===== config.mk =====
export PLATFORM = sky130hd
export DESIGN_NAME = biu_bus_arbiter
export DESIGN_NICKNAME = d
export VERILOG_FILES = /design/src/rtl/biu_arb_pkg.sv /design/src/rtl/biu_arb_wait_cnt.sv /design/src/rtl/biu_bus_arbiter.sv
export SDC_FILE = /design/constraint.sdc
export NUM_CORES = 1
export LEC_CHECK = 0
export ABC_AREA = 1
export CAP_MARGIN = 30
export CORE_UTILIZATION = 53
export CTS_BUF_LIST = sky130_fd_sc_hd__clkbuf_4 sky130_fd_sc_hd__clkbuf_8
export DETAILED_ROUTE_END_ITERATION = 7
export PLACE_DENSITY = 0.81
export SYNTH_ARGS = -nofsm -noshare
export SYNTH_HDL_FRONTEND = slang
export SYNTH_SLANG_ARGS = --single-unit

===== constraint.sdc =====
create_clock -name clk -period 1.28 [get_ports clk]
set_input_delay 0.192 -clock clk [delete_from_list [all_inputs] [get_ports clk]]
set_output_delay 0.192 -clock clk [all_outputs]
set_load 0.02 [all_outputs]

===== src/rtl/biu_arb_pkg.sv =====
// Shared types and constants for the BIU external-bus arbiter.
// Holds FSM state encoding, requester indices, AHB idle code and the parked mux select.
package biu_arb_pkg;

    typedef enum logic [1:0] {
        ST_IDLE  = 2'd0,
        ST_GRANT = 2'd1,
        ST_DRAIN = 2'd2
    } arb_state_e;

    localparam int REQ_TLB = 0;
    localparam int REQ_L1  = 1;
    localparam int REQ_EXT = 2;

    localparam logic [1:0] HTRANS_IDLE = 2'b00;
    localparam logic [2:0] PARK_SEL    = 3'b010;

    // Fixed priority TLB > L1 > Ext, unless the external master has waited too long.
    function automatic logic [2:0] pick_winner(input logic [2:0] req, input logic promote_ext);
        logic [2:0] win;
        win = 3'b000;
        if (promote_ext && req[REQ_EXT]) win = 3'b100;
        else if (req[REQ_TLB])           win = 3'b001;
        else if (req[REQ_L1])            win = 3'b010;
        else if (req[REQ_EXT])           win = 3'b100;
        return win;
    endfunction

endpackage


===== src/rtl/biu_arb_wait_cnt.sv =====
// Saturating starvation counter for the external master; clear wins over increment.
// One-cycle update, sat is a registered compare against MAX.
module biu_arb_wait_cnt #(
    parameter int MAX   = 16,
    parameter int CNT_W = 8
) (
    input  logic clk,
    input  logic rst,
    input  logic inc,
    input  logic clr,
    output logic sat
);

    localparam logic [CNT_W-1:0] MAX_C = CNT_W'(MAX);

    logic [CNT_W-1:0] cnt_q;
    logic [CNT_W-1:0] cnt_d;

    always_comb begin
        cnt_d = cnt_q;
        if (clr)
            cnt_d = '0;
        else if (inc && (cnt_q != MAX_C))
            cnt_d = cnt_q + 1'b1;
    end

    always_ff @(posedge clk or negedge rst) begin
        if (!rst) cnt_q <= '0;
        else      cnt_q <= cnt_d;
    end

    assign sat = (cnt_q == MAX_C);

endmodule


===== src/rtl/biu_bus_arbiter.sv =====
// Arbitrates the single AHB master port between TLB, L1 and an external master.
// Grant one cycle after request from IDLE; ownership only moves at transfer boundaries via DRAIN.
module biu_bus_arbiter
    import biu_arb_pkg::*;
#(
    parameter int EXT_MAX_WAIT = 16,
    parameter int CNT_W        = 8
) (
    input  logic       clk,
    input  logic       rst,
    input  logic       tlb_req,
    output logic       tlb_ack,
    input  logic       l1_req,
    output logic       l1_ack,
    input  logic       ext_req,
    output logic       ext_ack,
    input  logic [1:0] htrans,
    input  logic       hready,
    input  logic       hmastlock,
    output logic [2:0] sel,
    output logic       park,
    output logic       busy
);

    arb_state_e state_q, state_d;
    logic [2:0] sel_q, sel_d;
    logic [2:0] ack_q, ack_d;
    logic       park_q, park_d;
    logic       busy_q, busy_d;

    logic [2:0] req_vec;
    logic       owner_req;
    logic       ext_sat;

    assign req_vec   = {ext_req, l1_req, tlb_req};
    // sel_q is one-hot to the owner throughout GRANT, so it doubles as the owner mask.
    assign owner_req = |(req_vec & sel_q);

    biu_arb_wait_cnt #(
        .MAX   (EXT_MAX_WAIT),
        .CNT_W (CNT_W)
    ) u_wait_cnt (
        .clk (clk),
        .rst (rst),
        .inc (ext_req & ~ack_q[REQ_EXT]),
        .clr (~ext_req | ack_q[REQ_EXT]),
        .sat (ext_sat)
    );

    always_comb begin
        state_d = state_q;
        sel_d   = sel_q;
        ack_d   = ack_q;
        park_d  = park_q;
        busy_d  = busy_q;
        case (state_q)
            ST_IDLE: begin
                if (|req_vec) begin
                    state_d = ST_GRANT;
                    sel_d   = pick_winner(req_vec, ext_sat);
                    ack_d   = sel_d;
                    park_d  = 1'b0;
                    busy_d  = 1'b1;
                end else begin
                    sel_d   = PARK_SEL;
                    ack_d   = 3'b000;
                    park_d  = 1'b1;
                    busy_d  = 1'b0;
                end
            end
            ST_GRANT: begin
                if (!owner_req && !hmastlock) begin
                    state_d = ST_DRAIN;
                    ack_d   = 3'b000;
                end
            end
            ST_DRAIN: begin
                // sel stays on the old owner until its final data phase is accepted.
                if (hready && (htrans == HTRANS_IDLE)) begin
                    state_d = ST_IDLE;
                    sel_d   = PARK_SEL;
                    park_d  = 1'b1;
                    busy_d  = 1'b0;
                end
            end
            default: begin
                state_d = ST_IDLE;
                sel_d   = PARK_SEL;
                ack_d   = 3'b000;
                park_d  = 1'b1;
                busy_d  = 1'b0;
            end
        endcase
    end

    always_ff @(posedge clk or negedge rst) begin
        if (!rst) begin
            state_q <= ST_IDLE;
            sel_q   <= PARK_SEL;
            ack_q   <= 3'b000;
            park_q  <= 1'b1;
            busy_q  <= 1'b0;
        end else begin
            state_q <= state_d;
            sel_q   <= sel_d;
            ack_q   <= ack_d;
            park_q  <= park_d;
            busy_q  <= busy_d;
        end
    end

    assign tlb_ack = ack_q[REQ_TLB];
    assign l1_ack  = ack_q[REQ_L1];
    assign ext_ack = ack_q[REQ_EXT];
    assign sel     = sel_q;
    assign park    = park_q;
    assign busy    = busy_q;

endmodule


==> flow_summary.toml <==
[status]
outcome = "completed"

[global_route]
first_global_vias = 808
pin_count_of_the_biggest_net_entering_global_routing = 19
gr-total-overflow = 0
grt_first_pass_wirelength_um = 3400
grtUsageTotal_pct = 24.6
initial_antenna_violation_count = 0

[sta]
fin_skew_ns = 0.0112
setup_viol_count_final = 0
rsz0062_at_grt = "yes"
slew_headroom_pct = 78.1
worst_pin_slew_ns = 0.328
setup_slack_after_layout_ns = 0.0400
hold_viol_final = 0
achievable-frequency_mhz = 806
worst_hold_slack_ns = 0.207
minimum_clock_period_after_layout_ns = 1.24
finalMaxSlewViolations = 0
layout_worst_path_cycle_share_pct = 96.9

[critical_path]
worst_r2r_path_depth = 7
critPathArrivalTime_ns = 1.44
critical_path_required_ns = 1.48
worstSetupPathType = "reg2reg"
critical_path.reg2reg.endpoint = "ack_q[0]"
crit_path_max_fanout = 4
startpoint_type = "flip-flop"
critical_path_cell_list = "inv_2 > ha_4 > nand2_4 > nor2_4 > nand3_2 > nand3_2 > nand2_1"
crit_path_top_delay_cell = "sky130_fd_sc_hd__dfrtp_1"
reg2reg_slack_ns = 0.04
crit-reg2reg-launch = "u_wait_cnt.cnt_q[0]"
slowest_delay_ns = 0.44
critical_path_buf_inv_count = 1
worst_setup_path_startpoint = "u_wait_cnt.cnt_q[0]"
cpLargestDelayFamily = "simple AND/OR/NAND/NOR gates"
critical_path.endpoint_type = "flip-flop"
worst_path_most_repeated_cell = "sky130_fd_sc_hd__nand3_2"

[layout]
non_filler_cell_area_final_um2 = 1230
finalNetCount = 157
util_after_layout_pct = 79.9
layout.cells.most_common = "sky130_fd_sc_hd__nand2_1"
areaGrowthSynthToFinish_pct = 36.1
layout-drive-gt1-share_pct = 26.2
layout.cells.most_common_list = "sky130_fd_sc_hd__nand2_1, sky130_fd_sc_hd__dfrtp_1, sky130_fd_sc_hd__inv_1"
antenna-diode-count = 0

[placement]
worst_setup_timing_slack_at_the_placement_stage_ns = -0.0762
place_hpwl_um = 1490
port-buffer-count = 16
placed_cell_area_um2 = 1130
gp_congestion = 0.891

[synth]
syn-num-nets = 127
syn-instance-count = 116
synthDistinctLibCells = 19
synthesis.area_um2 = 905
synth_warnings = 0
ys_seq_area_share_pct = 50.1
synth-seq-cells = 18
average_size_of_a_mapped_cell_um2 = 7.80

[routing]
drc_errors = 0
via_count = 821
vias_per_cell = 5.10
avgRoutedWirePerCell_um = 12.4
detail_route.iter0.violations = 25
route.antenna.remaining_nets = 0
firstDrtPassIters = 4
drt_wl_total_um = 1990

[floorplanning]
design.die.area_um2 = 1880
top_level_ports = 17
dieHeight_um = 43.3
fp.coreArea_um2 = 1540
initial_utilization_pct = 58.7
num_rows = 14
die-width_um = 43.3

[clocking]
cts_max_level = 1
cts.sink_count = 18
cts.root.buffer_cell = "sky130_fd_sc_hd__clkbuf_4"
clk_pin_slew_ns = 0.11
cts.path.max_buffers = 2
cts_tree = "built"
numCtsBuffers = 3
clock_insertion_delay_worst_skew_ns = 0.30

[power_and_ir_drop]
power_per_cell_area_nw_per_um2 = 1770
power_mw = 2.18
irDropWorstVdd_v = 0.00109
power_leakage_nw = 0.653

[min_path]
worst_hold_path_type = "in2async"

[job]
drv.max_cap_violation_count = 0
==> cell families after synthesis <==
family,after synthesis,share of synthesized area [%]
simple gates,63,31.0
compound gates,13,7.88
buf+inv,20,8.30
fa+ha+maj,2,2.77
flops,18,50.1
==> metal layers <==
metal	vias up	GRT usage (%)	part of all wire, %
met4	0	9.09	1.2
met2	21	40.6	48
met5	-	0	0
met3	4	3.83	3.8
met1	379	32.8	47
li1	417	-	-
==> worst reg2reg max path: stages (launching register included) <==
cell	delay, ns
sky130_fd_sc_hd__dfrtp_1	0.44
sky130_fd_sc_hd__inv_2	0.09
sky130_fd_sc_hd__ha_4	0.13
sky130_fd_sc_hd__nand2_4	0.05
sky130_fd_sc_hd__nor2_4	0.14
sky130_fd_sc_hd__nand3_2	0.12
sky130_fd_sc_hd__nand3_2	0.11
sky130_fd_sc_hd__nand2_1	0.06
==> repair_timing <==
item | CTS | global route
hold buffers | 0 | 0
gates resized for setup | 16 | 14
pin swaps | 1 | 8
buffers inserted | 0 | 3
hold endpoints to repair | 0 | 0
endpoints found under the setup margin | 11 | 10
==> how the worst max path moves through the flow <==
stage,endpoint,slack [ns],cells past startpoint
2_1_floorplan,ack_q[0],0.15,7
4_1_cts,u_wait_cnt.cnt_q[0],0.007,8
6_report,ack_q[0],0.04,7
5_1_grt,u_wait_cnt.cnt_q[1],-0.05,8
3_5_place_dp,u_wait_cnt.cnt_q[6],-0.08,7
3_3_place_gp,sel[1],-0.007,1
==> power breakdown <==
part,leakage (nW),internal (mW),switching (mW)
sequential,0.233,0.750,0.104
combinational,0.399,0.382,0.595
clock,0.0210,0.173,0.179
total,0.653,1.31,0.878
==> flip-flops by register name, summed over array words and instances (netlist names) <==
name,count
sel,3
state_q,2
busy,1
park,1
ack_q,3
u_wait_cnt.cnt_q,8
==> metrics by stage <==
step / cells / TNS, ns
6_report: 161 / 0
5_1_grt: 161 / -0.196
4_1_cts: 158 / 0
3_5_place_dp: 154 / -0.340
3_3_place_gp: 154 / -0.0162
2_1_floorplan: 116 / 0
==> synthesized netlist by cell type <==
master | number | area (µm²)
sky130_fd_sc_hd__o21ai_0 | 3 | 15.0
sky130_fd_sc_hd__nor2_1 | 11 | 41.3
sky130_fd_sc_hd__inv_2 | 3 | 11.3
sky130_fd_sc_hd__nor2_2 | 3 | 18.8
sky130_fd_sc_hd__a21oi_1 | 7 | 35.0
sky130_fd_sc_hd__o21ai_1 | 1 | 5.00
sky130_fd_sc_hd__nor2_8 | 1 | 20.0
sky130_fd_sc_hd__nor3_1 | 1 | 5.00
sky130_fd_sc_hd__o21ai_2 | 1 | 8.76
sky130_fd_sc_hd__nand2_1 | 36 | 135
sky130_fd_sc_hd__o21bai_1 | 1 | 7.51
sky130_fd_sc_hd__inv_1 | 17 | 63.8
sky130_fd_sc_hd__dfrtp_1 | 16 | 400
sky130_fd_sc_hd__nand4_1 | 2 | 12.5
sky130_fd_sc_hd__nand3_1 | 7 | 35.0
sky130_fd_sc_hd__or2_2 | 1 | 6.26
sky130_fd_sc_hd__ha_1 | 2 | 25.0
sky130_fd_sc_hd__nand2_2 | 1 | 6.26
sky130_fd_sc_hd__dfstp_2 | 2 | 52.6
==> layout make-up <==
| class | instances | area (µm²) |
|---|---|---|
| Sequential cell | 18 | 453 |
| Clock buffer | 4 | 36.3 |
| Fill cell | 115 | 310 |
| Inverter | 20 | 75.1 |
| Multi-Input combinational cell | 78 | 437 |
| Timing Repair Buffer | 25 | 210 |
| Tap cell | 16 | 20.0 |
(Power assumes the default switching activity.)
